===== src/rtl/pipeline_stall_controller_pkg.sv =====
// Shared types, default parameters and helpers for the LC-3b pipeline
// stall controller.
package pipeline_stall_controller_pkg;

  localparam int unsigned RETRY_DELAY_DEF = 32'd2;
  localparam int unsigned MAX_RETRIES_DEF = 32'd8;
  localparam int unsigned CNT_W_DEF       = 32'd4;

  typedef enum logic [1:0] {
    I_IDLE = 2'd0,
    I_REQ  = 2'd1,
    I_HOLD = 2'd2
  } lc3b_ifetch_state_t;

  typedef enum logic [1:0] {
    D_IDLE    = 2'd0,
    D_REQ     = 2'd1,
    D_BACKOFF = 2'd2,
    D_HOLD    = 2'd3
  } lc3b_dmem_state_t;

  // Next stage-valid vector on an advance. Bit order is [3]=WB .. [0]=ID.
  // A flush kills every stage, including the slot being fetched now.
  // drop_wb kills only the instruction moving from MEM into WB.
  function automatic logic [3:0] shift_valids(input logic [3:0] cur,
                                              input logic       flush,
                                              input logic       drop_wb);
    logic [3:0] nxt;
    if (flush) begin
      nxt = 4'b0000;
    end else begin
      nxt = {cur[2] & ~drop_wb, cur[1], cur[0], 1'b1};
    end
    return nxt;
  endfunction

endpackage


===== src/rtl/pipeline_stall_controller_if.sv =====
// Instruction and data cache handshake bundle. The controller is the
// master (drives stb/cyc); the caches are the slave side.
interface pipeline_stall_controller_if;

  logic imem_action_stb;
  logic imem_action_cyc;
  logic imem_resp;
  logic dmem_action_stb;
  logic dmem_action_cyc;
  logic dmem_resp;
  logic dmem_retry;

  modport master (
    output imem_action_stb,
    output imem_action_cyc,
    input  imem_resp,
    output dmem_action_stb,
    output dmem_action_cyc,
    input  dmem_resp,
    input  dmem_retry
  );

  modport slave (
    input  imem_action_stb,
    input  imem_action_cyc,
    output imem_resp,
    input  dmem_action_stb,
    input  dmem_action_cyc,
    output dmem_resp,
    output dmem_retry
  );

endinterface


===== src/rtl/pipeline_stall_controller_dmem_retry_fsm.sv =====
// Data-memory access sequencer: strobes the data cache, backs off on retry,
// gives up after MAX_RETRIES (sticky error) and reports completion.
module dmem_retry_fsm
  import pipeline_stall_controller_pkg::*;
#(
  parameter int unsigned RETRY_DELAY = RETRY_DELAY_DEF,
  parameter int unsigned MAX_RETRIES = MAX_RETRIES_DEF,
  parameter int unsigned CNT_W       = CNT_W_DEF
) (
  input  logic clk,
  input  logic reset,
  input  logic start,
  input  logic resp,
  input  logic retry,
  input  logic advance,
  output logic stb,
  output logic cyc,
  output logic done,
  output logic abort,
  output logic error
);

  localparam logic [CNT_W-1:0] DELAY_LOAD = CNT_W'(RETRY_DELAY);
  localparam logic [CNT_W-1:0] RETRY_MAX  = CNT_W'(MAX_RETRIES);
  localparam logic [CNT_W-1:0] CNT_ONE    = CNT_W'(1);
  localparam logic [CNT_W-1:0] CNT_ZERO   = CNT_W'(0);

  lc3b_dmem_state_t state;
  logic [CNT_W-1:0] backoff_cnt;
  logic [CNT_W-1:0] retry_cnt;
  logic [CNT_W-1:0] retry_cnt_inc;

  assign retry_cnt_inc = retry_cnt + CNT_ONE;

  // A response wins over a simultaneous retry; an aborted access completes from D_HOLD.
  assign done = ((state == D_REQ) & resp) | (state == D_HOLD);

  // Data FSM with registered stb/cyc, back-off and retry counters, sticky error.
  always_ff @(posedge clk) begin
    if (reset) begin
      state       <= D_IDLE;
      stb         <= 1'b0;
      cyc         <= 1'b0;
      backoff_cnt <= CNT_ZERO;
      retry_cnt   <= CNT_ZERO;
      abort       <= 1'b0;
      error       <= 1'b0;
    end else begin
      case (state)
        D_IDLE: begin
          if (start) begin
            state <= D_REQ;
            stb   <= 1'b1;
            cyc   <= 1'b1;
          end else begin
            stb <= 1'b0;
            cyc <= 1'b0;
          end
        end
        D_REQ: begin
          if (resp) begin
            state <= advance ? D_IDLE : D_HOLD;
            stb   <= 1'b0;
            cyc   <= 1'b0;
          end else if (retry) begin
            retry_cnt <= retry_cnt_inc;
            if (retry_cnt_inc >= RETRY_MAX) begin
              state <= D_HOLD;
              stb   <= 1'b0;
              cyc   <= 1'b0;
              abort <= 1'b1;
              error <= 1'b1;
            end else begin
              state       <= D_BACKOFF;
              stb         <= 1'b0;
              cyc         <= 1'b1;
              backoff_cnt <= DELAY_LOAD;
            end
          end else begin
            stb <= 1'b1;
            cyc <= 1'b1;
          end
        end
        D_BACKOFF: begin
          // Leave on the last back-off cycle so stb stays low for exactly RETRY_DELAY cycles.
          if (backoff_cnt <= CNT_ONE) begin
            state       <= D_REQ;
            stb         <= 1'b1;
            cyc         <= 1'b1;
            backoff_cnt <= CNT_ZERO;
          end else begin
            backoff_cnt <= backoff_cnt - CNT_ONE;
          end
        end
        D_HOLD: begin
          if (advance) begin
            state <= D_IDLE;
            abort <= 1'b0;
          end else begin
            state <= D_HOLD;
          end
        end
        default: begin
          state <= D_IDLE;
          stb   <= 1'b0;
          cyc   <= 1'b0;
          abort <= 1'b0;
        end
      endcase
      if (advance) begin
        retry_cnt <= CNT_ZERO;
      end
    end
  end

endmodule


===== src/rtl/pipeline_stall_controller.sv =====
// Sequences the 5-stage LC-3b pipeline: instruction fetch handshake,
// lock-step stage loads, per-stage valid bits and branch flush.
module pipeline_stall_controller
  import pipeline_stall_controller_pkg::*;
#(
  parameter int unsigned RETRY_DELAY = RETRY_DELAY_DEF,
  parameter int unsigned MAX_RETRIES = MAX_RETRIES_DEF,
  parameter int unsigned CNT_W       = CNT_W_DEF
) (
  input  logic                               clk,
  input  logic                               reset,
  pipeline_stall_controller_if.master        bus,
  input  logic                               mem_access,
  input  logic                               branch_enable,
  output logic                               load_if_id,
  output logic                               load_id_ex,
  output logic                               load_ex_mem,
  output logic                               load_mem_wb,
  output logic                               valid_id,
  output logic                               valid_ex,
  output logic                               valid_mem,
  output logic                               valid_wb,
  output logic                               dmem_error
);

  lc3b_ifetch_state_t istate;
  logic       imem_req;
  logic       imem_done;
  logic       mem_need;
  logic       dmem_done;
  logic       dmem_abort;
  logic       dmem_stb;
  logic       dmem_cyc;
  logic       advance;
  logic       flush;
  logic [3:0] valids;

  assign imem_done = ((istate == I_REQ) & bus.imem_resp) | (istate == I_HOLD);
  assign mem_need  = valids[2] & mem_access;
  assign advance   = imem_done & (~mem_need | dmem_done);
  assign flush     = branch_enable & valids[3] & advance;

  // Loads follow advance combinationally so a zero-wait response moves the pipe that cycle.
  assign load_if_id  = advance;
  assign load_id_ex  = advance;
  assign load_ex_mem = advance;
  assign load_mem_wb = advance;

  assign bus.imem_action_stb = imem_req;
  assign bus.imem_action_cyc = imem_req;
  assign bus.dmem_action_stb = dmem_stb;
  assign bus.dmem_action_cyc = dmem_cyc;

  assign valid_id  = valids[0];
  assign valid_ex  = valids[1];
  assign valid_mem = valids[2];
  assign valid_wb  = valids[3];

  // Instruction fetch FSM; stb/cyc are registered alongside the state.
  always_ff @(posedge clk) begin
    if (reset) begin
      istate   <= I_IDLE;
      imem_req <= 1'b0;
    end else begin
      case (istate)
        I_IDLE: begin
          istate   <= I_REQ;
          imem_req <= 1'b1;
        end
        I_REQ: begin
          if (advance) begin
            istate   <= I_IDLE;
            imem_req <= 1'b0;
          end else if (bus.imem_resp) begin
            istate   <= I_HOLD;
            imem_req <= 1'b0;
          end else begin
            imem_req <= 1'b1;
          end
        end
        I_HOLD: begin
          if (advance) begin
            istate <= I_IDLE;
          end else begin
            istate <= I_HOLD;
          end
          imem_req <= 1'b0;
        end
        default: begin
          istate   <= I_IDLE;
          imem_req <= 1'b0;
        end
      endcase
    end
  end

  // Stage valid bits shift on advance; flush or a retry abort kill wrong/failed work.
  always_ff @(posedge clk) begin
    if (reset) begin
      valids <= 4'b0000;
    end else if (advance) begin
      valids <= shift_valids(valids, flush, dmem_abort);
    end else begin
      valids <= valids;
    end
  end

  dmem_retry_fsm #(
    .RETRY_DELAY (RETRY_DELAY),
    .MAX_RETRIES (MAX_RETRIES),
    .CNT_W       (CNT_W)
  ) u_dmem (
    .clk     (clk),
    .reset   (reset),
    .start   (mem_need),
    .resp    (bus.dmem_resp),
    .retry   (bus.dmem_retry),
    .advance (advance),
    .stb     (dmem_stb),
    .cyc     (dmem_cyc),
    .done    (dmem_done),
    .abort   (dmem_abort),
    .error   (dmem_error)
  );

endmodule

===== src/flat_wrapper.sv =====
// flat-port wrapper written by rule: the top's interface ports become plain ports
module pipeline_stall_controller_flat import pipeline_stall_controller_pkg::*;
#(
  parameter int unsigned RETRY_DELAY = RETRY_DELAY_DEF,
  parameter int unsigned MAX_RETRIES = MAX_RETRIES_DEF,
  parameter int unsigned CNT_W       = CNT_W_DEF
)
  (clk, reset, mem_access, branch_enable, load_if_id, load_id_ex, load_ex_mem, load_mem_wb, valid_id, valid_ex, valid_mem, valid_wb, dmem_error, bus_imem_action_stb, bus_imem_action_cyc, bus_imem_resp, bus_dmem_action_stb, bus_dmem_action_cyc, bus_dmem_resp, bus_dmem_retry);
  pipeline_stall_controller_if bus_i ();
  input  logic clk;
  input  logic reset;
  input  logic mem_access;
  input  logic branch_enable;
  output logic load_if_id;
  output logic load_id_ex;
  output logic load_ex_mem;
  output logic load_mem_wb;
  output logic valid_id;
  output logic valid_ex;
  output logic valid_mem;
  output logic valid_wb;
  output logic dmem_error;
  output wire logic [$bits(bus_i.imem_action_stb)-1:0] bus_imem_action_stb;
  output wire logic [$bits(bus_i.imem_action_cyc)-1:0] bus_imem_action_cyc;
  input wire logic [$bits(bus_i.imem_resp)-1:0] bus_imem_resp;
  output wire logic [$bits(bus_i.dmem_action_stb)-1:0] bus_dmem_action_stb;
  output wire logic [$bits(bus_i.dmem_action_cyc)-1:0] bus_dmem_action_cyc;
  input wire logic [$bits(bus_i.dmem_resp)-1:0] bus_dmem_resp;
  input wire logic [$bits(bus_i.dmem_retry)-1:0] bus_dmem_retry;
  assign bus_imem_action_stb = bus_i.imem_action_stb;
  assign bus_imem_action_cyc = bus_i.imem_action_cyc;
  assign bus_i.imem_resp = bus_imem_resp;
  assign bus_dmem_action_stb = bus_i.dmem_action_stb;
  assign bus_dmem_action_cyc = bus_i.dmem_action_cyc;
  assign bus_i.dmem_resp = bus_dmem_resp;
  assign bus_i.dmem_retry = bus_dmem_retry;
  pipeline_stall_controller #(.RETRY_DELAY(RETRY_DELAY), .MAX_RETRIES(MAX_RETRIES), .CNT_W(CNT_W)) u_core (.clk(clk), .reset(reset), .bus(bus_i), .mem_access(mem_access), .branch_enable(branch_enable), .load_if_id(load_if_id), .load_id_ex(load_id_ex), .load_ex_mem(load_ex_mem), .load_mem_wb(load_mem_wb), .valid_id(valid_id), .valid_ex(valid_ex), .valid_mem(valid_mem), .valid_wb(valid_wb), .dmem_error(dmem_error));
endmodule

===== config.mk =====
export PLATFORM = sky130hd
export DESIGN_NAME = pipeline_stall_controller_flat
export DESIGN_NICKNAME = d
export VERILOG_FILES = /design/src/rtl/pipeline_stall_controller_pkg.sv /design/src/rtl/pipeline_stall_controller_if.sv /design/src/rtl/pipeline_stall_controller_dmem_retry_fsm.sv /design/src/rtl/pipeline_stall_controller.sv /design/src/flat_wrapper.sv
export SDC_FILE = /design/constraint.sdc
export NUM_CORES = 1
export LEC_CHECK = 0
export BUFFER_PORTS_ARGS = -buffer_cell sky130_fd_sc_hd__buf_2
export CORE_AREA = 2 2 59 47
export DETAILED_ROUTE_END_ITERATION = 10
export DIE_AREA = 0 0 61 49
export PLACE_DENSITY = 0.75
export REMOVE_ABC_BUFFERS = 1
export SLEW_MARGIN = 20
export SYNTH_ARGS = -nofsm -noshare
export SYNTH_HDL_FRONTEND = slang
export SYNTH_SLANG_ARGS = --single-unit

===== constraint.sdc =====
create_clock -name clk -period 2.1 [get_ports clk]
set_clock_uncertainty 0.15 [all_clocks]
set_input_delay 0.105 -clock clk [delete_from_list [all_inputs] [get_ports clk]]
set_output_delay 0.105 -clock clk [all_outputs]
set_load 0.02 [all_outputs]

# == After elaboration in Yosys (flattened, before gate mapping) ==
# Index checks and enable logic that the tools add are counted.
# totals
reg_bits,21
latch_bits,0
ram_bits,0
romBits,0
inputBits,7
output_inout_bits,13
elab_cells,87
memories,0
# classes
add_sub_neg,2
mul,0
div,0
order_cmp,2
eq_ne,14
shifts,0
n_mux,34
n_bitwise,13
n_reduce_logical,12
# ops
cell,count
two-way mux 4 bit,5
two-way mux 2 bit,8
two-way mux 1 bit,14
inequality test 2 bit (second input constant),4
case mux 2 bit (4 select lines),1
case mux 4 bit (2 select lines),1
AND reduction 4 bit,2
AND 1 bit,7
== test 2 bit (second input constant),3
inequality test 2 x 1 -> 1 bit (second input constant),3
case mux 1 bit (3 select lines),2
case mux 2 bit (3 select lines),1
AND reduction 3 bit,2
AND reduction 5 bit,1
adder 4 x 1 -> 4 bit (second input constant),1
== test 2 x 1 -> 1 bit (second input constant),2
>= comparator 4 bit (second input constant),1
<= comparator 4 x 1 -> 1 bit (second input constant),1
zero test 2 bit,2
case mux 1 bit (2 select lines),2
nonzero test 2 bit,2
subtractor 4 x 1 -> 4 bit (second input constant),1
inequality test 3 x 2 -> 1 bit (second input constant),1
inequality test 3 bit (second input constant),1
other kinds (5),9

# == Depth between registers and ports, before layout ==
# Gate-level depths: netlist of the first run.
# logic_depth
word_depth,8
mapped_depth,9
ltp_nobuf,7

# == Hierarchy ==
# A second synthesis of the first run with hierarchy kept.
# unflattened
hier_cells,145
hier_area_um2,1278.7
# modules_own_cells
mod,n_inst,cells_each,area_each_um2,seq_area_each_um2
dmem_retry_fsm,1,99,847.1,280.3
pipeline_stall_controller,1,46,431.7,140.1

# == Worst setup path after synthesis of the first run ==
# No wires, ideal clock.
# synth_timing
path_type,register to register
start,register u_core.u_dmem.state[1]
end,register u_core.u_dmem.state[0]
setup_ns,0.134
arrival_time_ns,1.501
required_ns,1.816
setup_slack_ns,0.315
path_stages_with_launch,9
n_path_buf,1
period_less_slack_ns,1.785
path_cell_list,dfxtp_1 inv_1 ha_1 buf_6 nor3b_2 a21oi_2 nand2_2 a2111oi_1 a211oi_1
# synth_between
elab_chain_len,8
word_cells_on_any_way,15
classes_between,eq/ne: 6; mux: 3; bitwise: 4; reduce/logical: 2
# synth_rtl
element,line,rtl
"start, declared",pipeline_stall_controller_dmem_retry_fsm.sv:28,lc3b_dmem_state_t state;
"start signal, assigned",pipeline_stall_controller_dmem_retry_fsm.sv:62,state <= advance ? D_IDLE : D_HOLD;
== test 2 x 1 -> 1 bit,"pipeline_stall_controller_dmem_retry_fsm.sv:36, pipeline_stall_controller_dmem_retry_fsm.sv:49",
AND 1 bit,pipeline_stall_controller_dmem_retry_fsm.sv:36,assign done = ((state == D_REQ) & resp) | (state == D_HOLD);
bitwise OR 1 bit,pipeline_stall_controller_dmem_retry_fsm.sv:36,
bitwise OR 1 bit,pipeline_stall_controller.sv:40,assign advance = imem_done & (~mem_need | dmem_done);
AND 1 bit,pipeline_stall_controller.sv:40,
two-way mux 2 bit,"pipeline_stall_controller_dmem_retry_fsm.sv:62, pipeline_stall_controller_dmem_retry_fsm.sv:96",
two-way mux 2 bit,pipeline_stall_controller_dmem_retry_fsm.sv:61,if (resp) begin
case mux 2 bit (4 select lines),pipeline_stall_controller_dmem_retry_fsm.sv:49,case (state)
# Several ways; a longest one is shown, not always the timed one.
# A chain may end at the register's enable or synchronous reset.

# == Final worst setup path of the first run ==
# layout_timing
start,register u_core.u_dmem.state[1]
end,output load_mem_wb
# layout_between
elab_chain_len,5
word_cells_on_any_way,6
classes_between,eq/ne: 2; bitwise: 4
# layout_rtl
element,line,rtl
== test 2 x 1 -> 1 bit,pipeline_stall_controller_dmem_retry_fsm.sv:36,
AND 1 bit,pipeline_stall_controller_dmem_retry_fsm.sv:36,
bitwise OR 1 bit *,pipeline_stall_controller_dmem_retry_fsm.sv:36,
bitwise OR 1 bit *,pipeline_stall_controller.sv:40,
AND 1 bit *,pipeline_stall_controller.sv:40,
"end, declared",flat_wrapper.sv:17,output logic load_mem_wb;
# Mark *: on every way between the ends. The rest lies on a longest branch, timed or not.

==> results of run 1 <==
-- state kept, by name, summed over array words and instances, names as in the netlist --
name / count
u_core.u_dmem.backoff_cnt: 4
u_core.u_dmem.state: 2
u_core.istate: 2
u_core.u_dmem.stb: 1
u_core.u_dmem.abort: 1
u_core.u_dmem.retry_cnt: 4
u_core.valids: 4
u_core.u_dmem.error: 1
u_core.u_dmem.cyc: 1
u_core.bus.imem_action_cyc: 1
-- repair_timing --
action                                  CTS  global route
gates resized for setup                   0             1
hold endpoints to repair                  3             0
hold buffers                              1             0
buffers inserted                          0             0
endpoints found under the setup margin    0             6
-- stage by stage --
| step | hold slack [ns] | utilization [%] | power (mW) |
|---|---|---|---|
| floorplan | 0.0229 | - | 0.981 |
| global placement | 0.187 | 55.2 | 1.17 |
| detailed placement | 0.197 | 55.2 | 1.19 |
| CTS | 0.0115 | 56.7 | 1.40 |
| global route | 0.0400 | 56.8 | 1.50 |
| finish | 0.0217 | 56.8 | 1.39 |
-- worst register-to-register path, stage by stage (launching register included) --
cell       delay [ns]
dfxtp_1          0.43
inv_1            0.10
ha_2             0.23
nor3b_2          0.18
a21oi_2          0.11
nand2_2          0.09
a2111oi_1        0.45
a211oi_1         0.09
-- synthesized netlist by cell type --
cell type   n  area share (%)
a211oi_1    2             1.2
and3_4      1            0.88
ha_1       11              11
clkbuf_1    1            0.29
nand2_1    11             3.2
o31ai_4     1             1.7
clkbuf_8    1             1.1
or2b_1      1            0.58
a21oi_2     1            0.68
nor3b_2     1            0.97
dfxtp_1    21              33
buf_4       4             2.3
a2111oi_1   1            0.78
nor2b_4     1             1.1
xor2_2      1             1.3
o31a_1      1            0.68
o21ai_2     1            0.68
a311oi_2    1             1.2
buf_6       3             2.6
inv_1       7             2.0
a21oi_1    15             5.8
o21ai_1     5             1.9
nand2_2     1            0.49
or2_1       1            0.49
nand2b_1    5             2.4
nand4b_1    1            0.68
a31o_2      1            0.68
mux2i_1     2             1.6
o21ai_0     3             1.2
nand3_1     4             1.6
a211oi_4    1             1.6
nor2_2      1            0.49
xnor2_2     1             1.3
nand4_1     1            0.49
nor2_1     17             5.0
and2b_2     1            0.68
a31oi_2     1            0.97
xnor2_1     1            0.68
nor3_1      9             3.5
a21o_1      1            0.58
and2_4      1            0.68
xor2_1      1            0.68
-- routing by layer --
layer / up-vias / track usage (%)
met5: - / 0
met4: 0 / 2.17
met1: 485 / 24.3
met2: 21 / 26.9
met3: 0 / 6.10
li1: 529 / -
-- kinds of logic after synthesis --
kind of cell / after synthesis
AND/OR/NAND/NOR: 57
flip-flops: 21
multiplexers: 2
adder cells (fa/ha/maj): 11
XOR/XNOR: 4
buffers and inverters: 16
AO/OA/AOI/OAI: 35
-- where the power goes --
part	switching, mW	total, mW	internal, mW
Sequential	0.0450	0.506	0.461
Clock	0.124	0.199	0.0742
Combinational	0.413	0.682	0.269
-- cell type report --
class,count,area [µm²],share of cell area (%)
multi-input combinational,109,759,54.3
sequential,21,420,30.1
clock buffer,4,26.3,1.88
inverter,7,26.3,1.88
timing repair buffer,22,120,8.59
tap,36,45.0,3.22
-- how the worst max path moves through the flow --
stage / from / end / slack [ns] / cells after the start
after floorplan: u_core.u_dmem.state[1] / u_core.istate[0] / -0.29 / 6
after global placement: u_core.u_dmem.state[1] / u_core.u_dmem.retry_cnt[3] / 0.26 / 7
after detailed placement: u_core.u_dmem.state[1] / u_core.u_dmem.retry_cnt[3] / 0.12 / 7
after CTS: u_core.u_dmem.state[1] / load_mem_wb / 0.04 / 6
after global routing: u_core.u_dmem.state[1] / load_ex_mem / 0.03 / 6
final: u_core.u_dmem.state[1] / load_mem_wb / 0.12 / 6
==> summary.md, run 1 <==
| Metric | Value |
|---|---|
| Status | `finished clean` |
| Clock root buffer | `clkbuf_4` |
| GRT Overall Usage | `between 10% and 20%` |
| Clk pin slew, worst setup/hold paths | `approximately 0.12 ns` |
| Critical path peak fanout | `15` |
| Critical Path Slowest Stage Cell | `dfxtp_1` |
| Crit path largest cell delay | `0.37 ns` |
| Clk_lat worst skew | `slightly above 0.3 ns` |
| CP endpoint kind | `output port` |
| H-tree depth | `1` |
| Hold path startpoint | `reset` |
| Max Cap Violations | `0` |
| DIE AREA | `roughly 3000 µm²` |
| Fraction of the mapped netlist area in adder cells | `a little over a tenth` |
| Max-slew headroom | `between 70% and 80%` |
| WL final | `approximately 2500 µm` |
| Metal2 WL | `between 1000 and 1500 µm` |
| Setup slack, reg-to-reg | `0.16 ns` |
| Hold Path Depth | `2` |
| Drt first-iter violations | `48` |
| Max Root-Sink Buffers | `2` |
| Area fraction in compound gates after synthesis | `between 10% and 20%` |
| Simple-gate share of the synthesized area | `between 20% and 30%` |
| Most frequent cells in the layout | `dfxtp_1 (21), buf_2 (19), nor2_1 (17)` |
| Synth Instances | `146` |
| Setup WS pre-CTS | `0.118 ns` |
| Synthesized cell area | `around 1300 µm²` |
| Final setup violation count | `0` |
| DRC errors left | `0` |
| Crit path time final | `approximately 2 ns` |
| Die X | `around 61 µm` |
| Number of global-route vias before repair | `about 910` |
| Initial core utilization | `between 50 and 60%` |
| M1 wire length | `between 1000 and 1500 µm` |
| Share of cells above drive strength 1 | `between 20% and 30%` |
| Syn Area/Cell | `between 8 and 9 µm²` |
| Synthesis Warnings | `0` |
| Final HPWL DP | `1890 µm` |
| Worst-margin pin slew | `~0.4 ns` |
| Final worst-path cycle share | `94.2%` |
| Main combinational cell family by area after synthesis | `simple AND/OR/NAND/NOR gates` |
| Sequential cell area fraction in the yosys report | `32.7%` |
| Maximum VDD drop | `around 700 µV` |
| Top delay family on crit path | `buffers and inverters` |
| First-pass GRT wire length | `~4000 µm` |
| Synth Area in XOR/XNOR | `under 10%` |
| # fillers | `approximately 230` |
| DP Area | `between 1000 and 1500 µm²` |
| Leakage power total | `0.573 nW` |
| WL met3 | `roughly 110 µm` |
| RSZ-0062 raised after global routing | `false` |
| GPL Wtd Cong | `between 0.8 and 0.9` |
| Cell Count, Final, Fillers Out | `just under 200` |
| Port-buffer cells | `19` |
| Final Hold Viols | `0` |
| Post-route ant nets | `0` |
| Most common cell after layout, fill and taps aside | `dfxtp_1` |
| Slew Viols, Final | `0` |
| Finished Cell Area | `around 1400 µm²` |
| Hold/Removal Path Class | `in -> reg` |
| I/O Pins | `20` |
| CP required | `between 1.5 and 2 ns` |
| Worst EP arrival | `~1.7 ns` |
| CP Class | `reg -> out` |
| Largest net degree at the start of global routing | `19` |
| Vias per cell | `between 5 and 6` |
| CTS tree | `built` |
| Final worst slack | `0.123 ns` |
| FF-to-FF path depth | `7` |
| Global route overflow | `0` |
| Total vias in the final route | `roughly 1000` |
| Worst r2r dst | `u_core.u_dmem.state[0]` |
| Antenna Cells | `0` |
| #FFs+latches synth | `21` |
| Synth cell types | `42` |
| Clock Sinks | `21` |
| CP Cell Sequence | `inv_1 > ha_2 > a21oi_1 > a31oi_2 > buf_4 > buf_2` |
| Core Area | `~2500 µm²` |
| Setup TNS | `0 ns` |
| CTS Buf Count | `3` |
| Wire length per cell | `approximately 12 µm` |
| Fmax | `0.506 GHz` |
| Mux share of post-synthesis cell area | `1.56%` |
| Die Y | `roughly 50 µm` |
| Net count, final | `182` |
| Core Rows | `16` |
| Placed instance count | `roughly 190` |
| Reg2reg start | `u_core.u_dmem.state[1]` |
| DR top layer | `met3` |
| WHS Endpoint | `u_core.u_dmem.state[1]` |
| Crit path buf inv count | `3` |
| Pre-antenna DRT Iters | `4` |
| Initial antenna violation count | `0` |
| Area grow syn2layout | `8.76%` |
| Pwr per Cell Area | `between 900 and 1000 nW/µm²` |
| CP startpoint kind | `flip-flop` |
Note: power is estimated with default switching activity, not from simulation.
==> run 2, diff against run 1 <==
Settings changed: ABC_AREA set to 1, CORE_AREA 2 2 59 47 to 2 2 58 46, DIE_AREA 0 0 61 49 to 0 0 60 48.
==> run 2 against run 1 <==
Count of clock-buffer cells in the layout shrank 1. Final cell count grew 16%. Clock power is essentially flat. Combinational power grew 10%. Global-route usage grew 0.69 points. Highest routed layer is now met4.
==> summary.md, run 2 <==
| Metric | Value |
|---|---|
| Net count, final | `approximately 220` |
| Initial antenna violation count | `0` |
| Biggest regs | `u_core.u_dmem.backoff_cnt (4), u_core.u_dmem.retry_cnt (4), u_core.valids (4)` |
| Port-buffer cells | `19` |
| Logic pwr share | `between 50 and 60%` |
| Setup TNS | `0 ns` |
| EDFF count, synth | `0` |
| Clk_lat worst skew | `0.32 ns` |
| Ys async rst share | `0%` |
| RSZ-0062 raised after global routing | `false` |
| Worst r2r dst | `u_core.u_dmem.state[0]` |
| Maximum VDD drop | `between 500 and 600 µV` |
| Primary FF master, synth | `dfxtp_1` |
| Area contributors post-synth | `dfxtp_1 (34%), nand2_1 (13%), ha_1 (11%)` |
| DIE AREA | `approximately 2900 µm²` |
| Sequential cell area fraction in the yosys report | `between 30% and 40%` |
| Core Area | `approximately 2300 µm²` |
| Die Y | `48 µm` |
| Fmax | `0.540 GHz` |
| WL final | `between 2000 and 2500 µm` |
| Synthesis Warnings | `0` |
| Most frequent cells in the layout | `nand2_1 (43), inv_1 (28), nand3_1 (22)` |
| Number of gates resized after CTS | `0` |
| Total power | `about 1.5 mW` |
| Seq. cell area | `about 420 µm²` |
| Antenna Cells | `0` |
| Clock share of power | `13.6%` |
| Vias per cell | `between 4 and 5` |
| Reg2reg start | `u_core.u_dmem.backoff_cnt[0]` |
| Initial core utilization | `53.9%` |
| CP endpoint kind | `output port` |
| Final HPWL DP | `1850 µm` |
| Worst hold slack | `roughly 0.057 ns` |
| Wire length per cell | `10.3 µm` |
| Critical path peak fanout | `8` |
| Clock root buffer | `clkbuf_4` |
| Int Power | `~0.81 mW` |
| Synth Instances | `about 180` |
| Final setup violation count | `0` |
| Die X | `~60 µm` |
| CTS Buf Count | `3` |
| Clock Sinks | `21` |
| CTS tree | `built` |
| Top cell types by occurrence after synthesis | `nand2_1 (43), inv_1 (28), nand3_1 (22)` |
| Synth cell types | `20` |
| Most common cell after layout, fill and taps aside | `nand2_1` |
| Final worst-path cycle share | `around nine tenths` |
| Critical Path Source | `u_core.u_dmem.state[1]` |
| Switching pwr | `0.676 mW` |
| Share of cells above drive strength 1 | `14.8%` |
| FF-to-FF path depth | `8` |
| Crit path time final | `approximately 1.9 ns` |
| Max Cap Violations | `0` |
| DP Area | `between 1000 and 1500 µm²` |
| Clk pin slew, worst setup/hold paths | `between 0.1 and 0.15 ns` |
| Max-slew headroom | `74.9%` |
| CP required | `between 1.5 and 2 ns` |
| Status | `finished clean` |
| Pre-antenna DRT Iters | `4` |
| WHS Endpoint | `u_core.u_dmem.state[0]` |
| Hold path startpoint | `bus_dmem_resp` |
| H-tree depth | `1` |
| Switching share of power | `a little under half` |
| Area used by multi-input combinational logic | `664 µm²` |
| Worst-margin pin slew | `about 0.38 ns` |
| Post-synth top area cell | `dfxtp_1` |
| Setup slack, reg-to-reg | `around 0.27 ns` |
| Top-count cell post-synth | `nand2_1` |
| Core Rows | `15` |
| GPL Wtd Cong | `between 0.8 and 0.9` |
| Drt first-iter violations | `30` |
| #FFs+latches synth | `21` |
| Hold/Removal Path Class | `in -> reg` |
| Synthesized cell area | `~1200 µm²` |
| I/O Pins | `20` |
| CP Class | `reg -> out` |
| Seq pwr share | `35.9%` |
| GRT Overall Usage | `~18%` |
| Number of global-route vias before repair | `about 930` |
| Finished Cell Area | `1390 µm²` |
| DRC errors left | `0` |
| Slew Viols, Final | `0` |
| Area grow syn2layout | `13.1%` |
| Total vias in the final route | `between 1000 and 1500` |
| Final worst slack | `between 0.2 and 0.25 ns` |
| # fillers | `227` |
| Setup WS pre-CTS | `~0.32 ns` |
| Final Hold Viols | `0` |
| Syn Area/Cell | `~7 µm²` |
| Global route overflow | `0` |
| Max Root-Sink Buffers | `2` |
| Leakage power total | `0.683 nW` |
| Hold Path Depth | `3` |
| Pwr per Cell Area | `about 1100 nW/µm²` |
| CP startpoint kind | `flip-flop` |
| Yosys top cell area share | `34.3%` |
| Post-route ant nets | `0` |
| First-pass GRT wire length | `3880 µm` |
| Worst EP arrival | `approximately 1.6 ns` |
| Largest net degree at the start of global routing | `14` |
==> run 2: cell types whose count changed in the layout (fill, tap and decap cells not counted), sizes merged, moves of 5 or more <==
cell,delta
nand2b,-5
inv,+21
nand3,+19
nor3,-5
nand2,+34
==> run 2: metal layers <==
layer | share of wire (%) | wire length [µm] | track usage [%] | vias to the layer above
li1 | - | - | - | 589
met1 | 51 | 1200 | 25.1 | 467
met2 | 45 | 1070 | 28.3 | 13
met3 | 3.5 | 82 | 4.86 | 4
met4 | 0.76 | 18 | 4.89 | 0
met5 | 0 | 0 | 0 | -
==> run 2: timing repair <==
item,in CTS,in global routing
endpoints found under the hold margin,11,0
hold buffers,3,0
endpoints found under the setup margin,0,0
buffers inserted,0,0
==> run 2: worst max path at each step <==
stage,to,cells after the start
finish,load_id_ex,7
detailed placement,u_core.u_dmem.state[1],8
global route,load_ex_mem,7
CTS,load_id_ex,7
floorplan,load_ex_mem,6
global placement,u_core.u_dmem.state[1],8
==> run 2: worst max-delay path, stage by stage (launching register included) <==
cell and delay, ns:
dfxtp_1 0.40, inv_1 0.10, ha_1 0.26, nand2_1 0.08, nand2_1 0.06, nand2_2 0.14
inv_1 0.09, buf_2 0.17
==> run 2: cell families after synthesis <==
kind of cell | count (synthesis) | share of synthesized area (%)
and+or+nand+nor | 88 | 32.6
buffers and inverters | 33 | 11.4
DFF | 21 | 34.3
AOI/OAI and AO/OA | 19 | 8.27
adders and majority gates | 11 | 11.2
xor gates and xnor gates | 3 | 2.15
==> run 2: through the flow <==
step | util (%) | std cells
4_1_cts | 61.0 | 230
5_1_grt | 61.0 | 230
6_report | 61.0 | 230
3_3_place_gp | 58.5 | 223
2_1_floorplan | - | 170
3_5_place_dp | 58.5 | 223
==> run 2: cell type report <==
| type | instances | area share, % |
|---|---|---|
| Tap cell | 34 | 3.07 |
| Clock inverter | 1 | 0.361 |
| Timing Repair Buffer | 22 | 9.03 |
| Inverter | 28 | 7.59 |
| Sequential cell | 21 | 30.4 |
| Clock buffer | 3 | 1.63 |
| Multi-Input combinational cell | 121 | 48.0 |
==> run 2: power by group through the flow <==
stage          Combinational, mW  Sequential [mW]  Clock [mW]
2_1_floorplan              0.519            0.580           0
3_3_place_gp               0.723            0.539           0
3_5_place_dp               0.742            0.543           0
4_1_cts                    0.752            0.534       0.208
5_1_grt                    0.850            0.544       0.226
6_report                   0.750            0.534       0.202
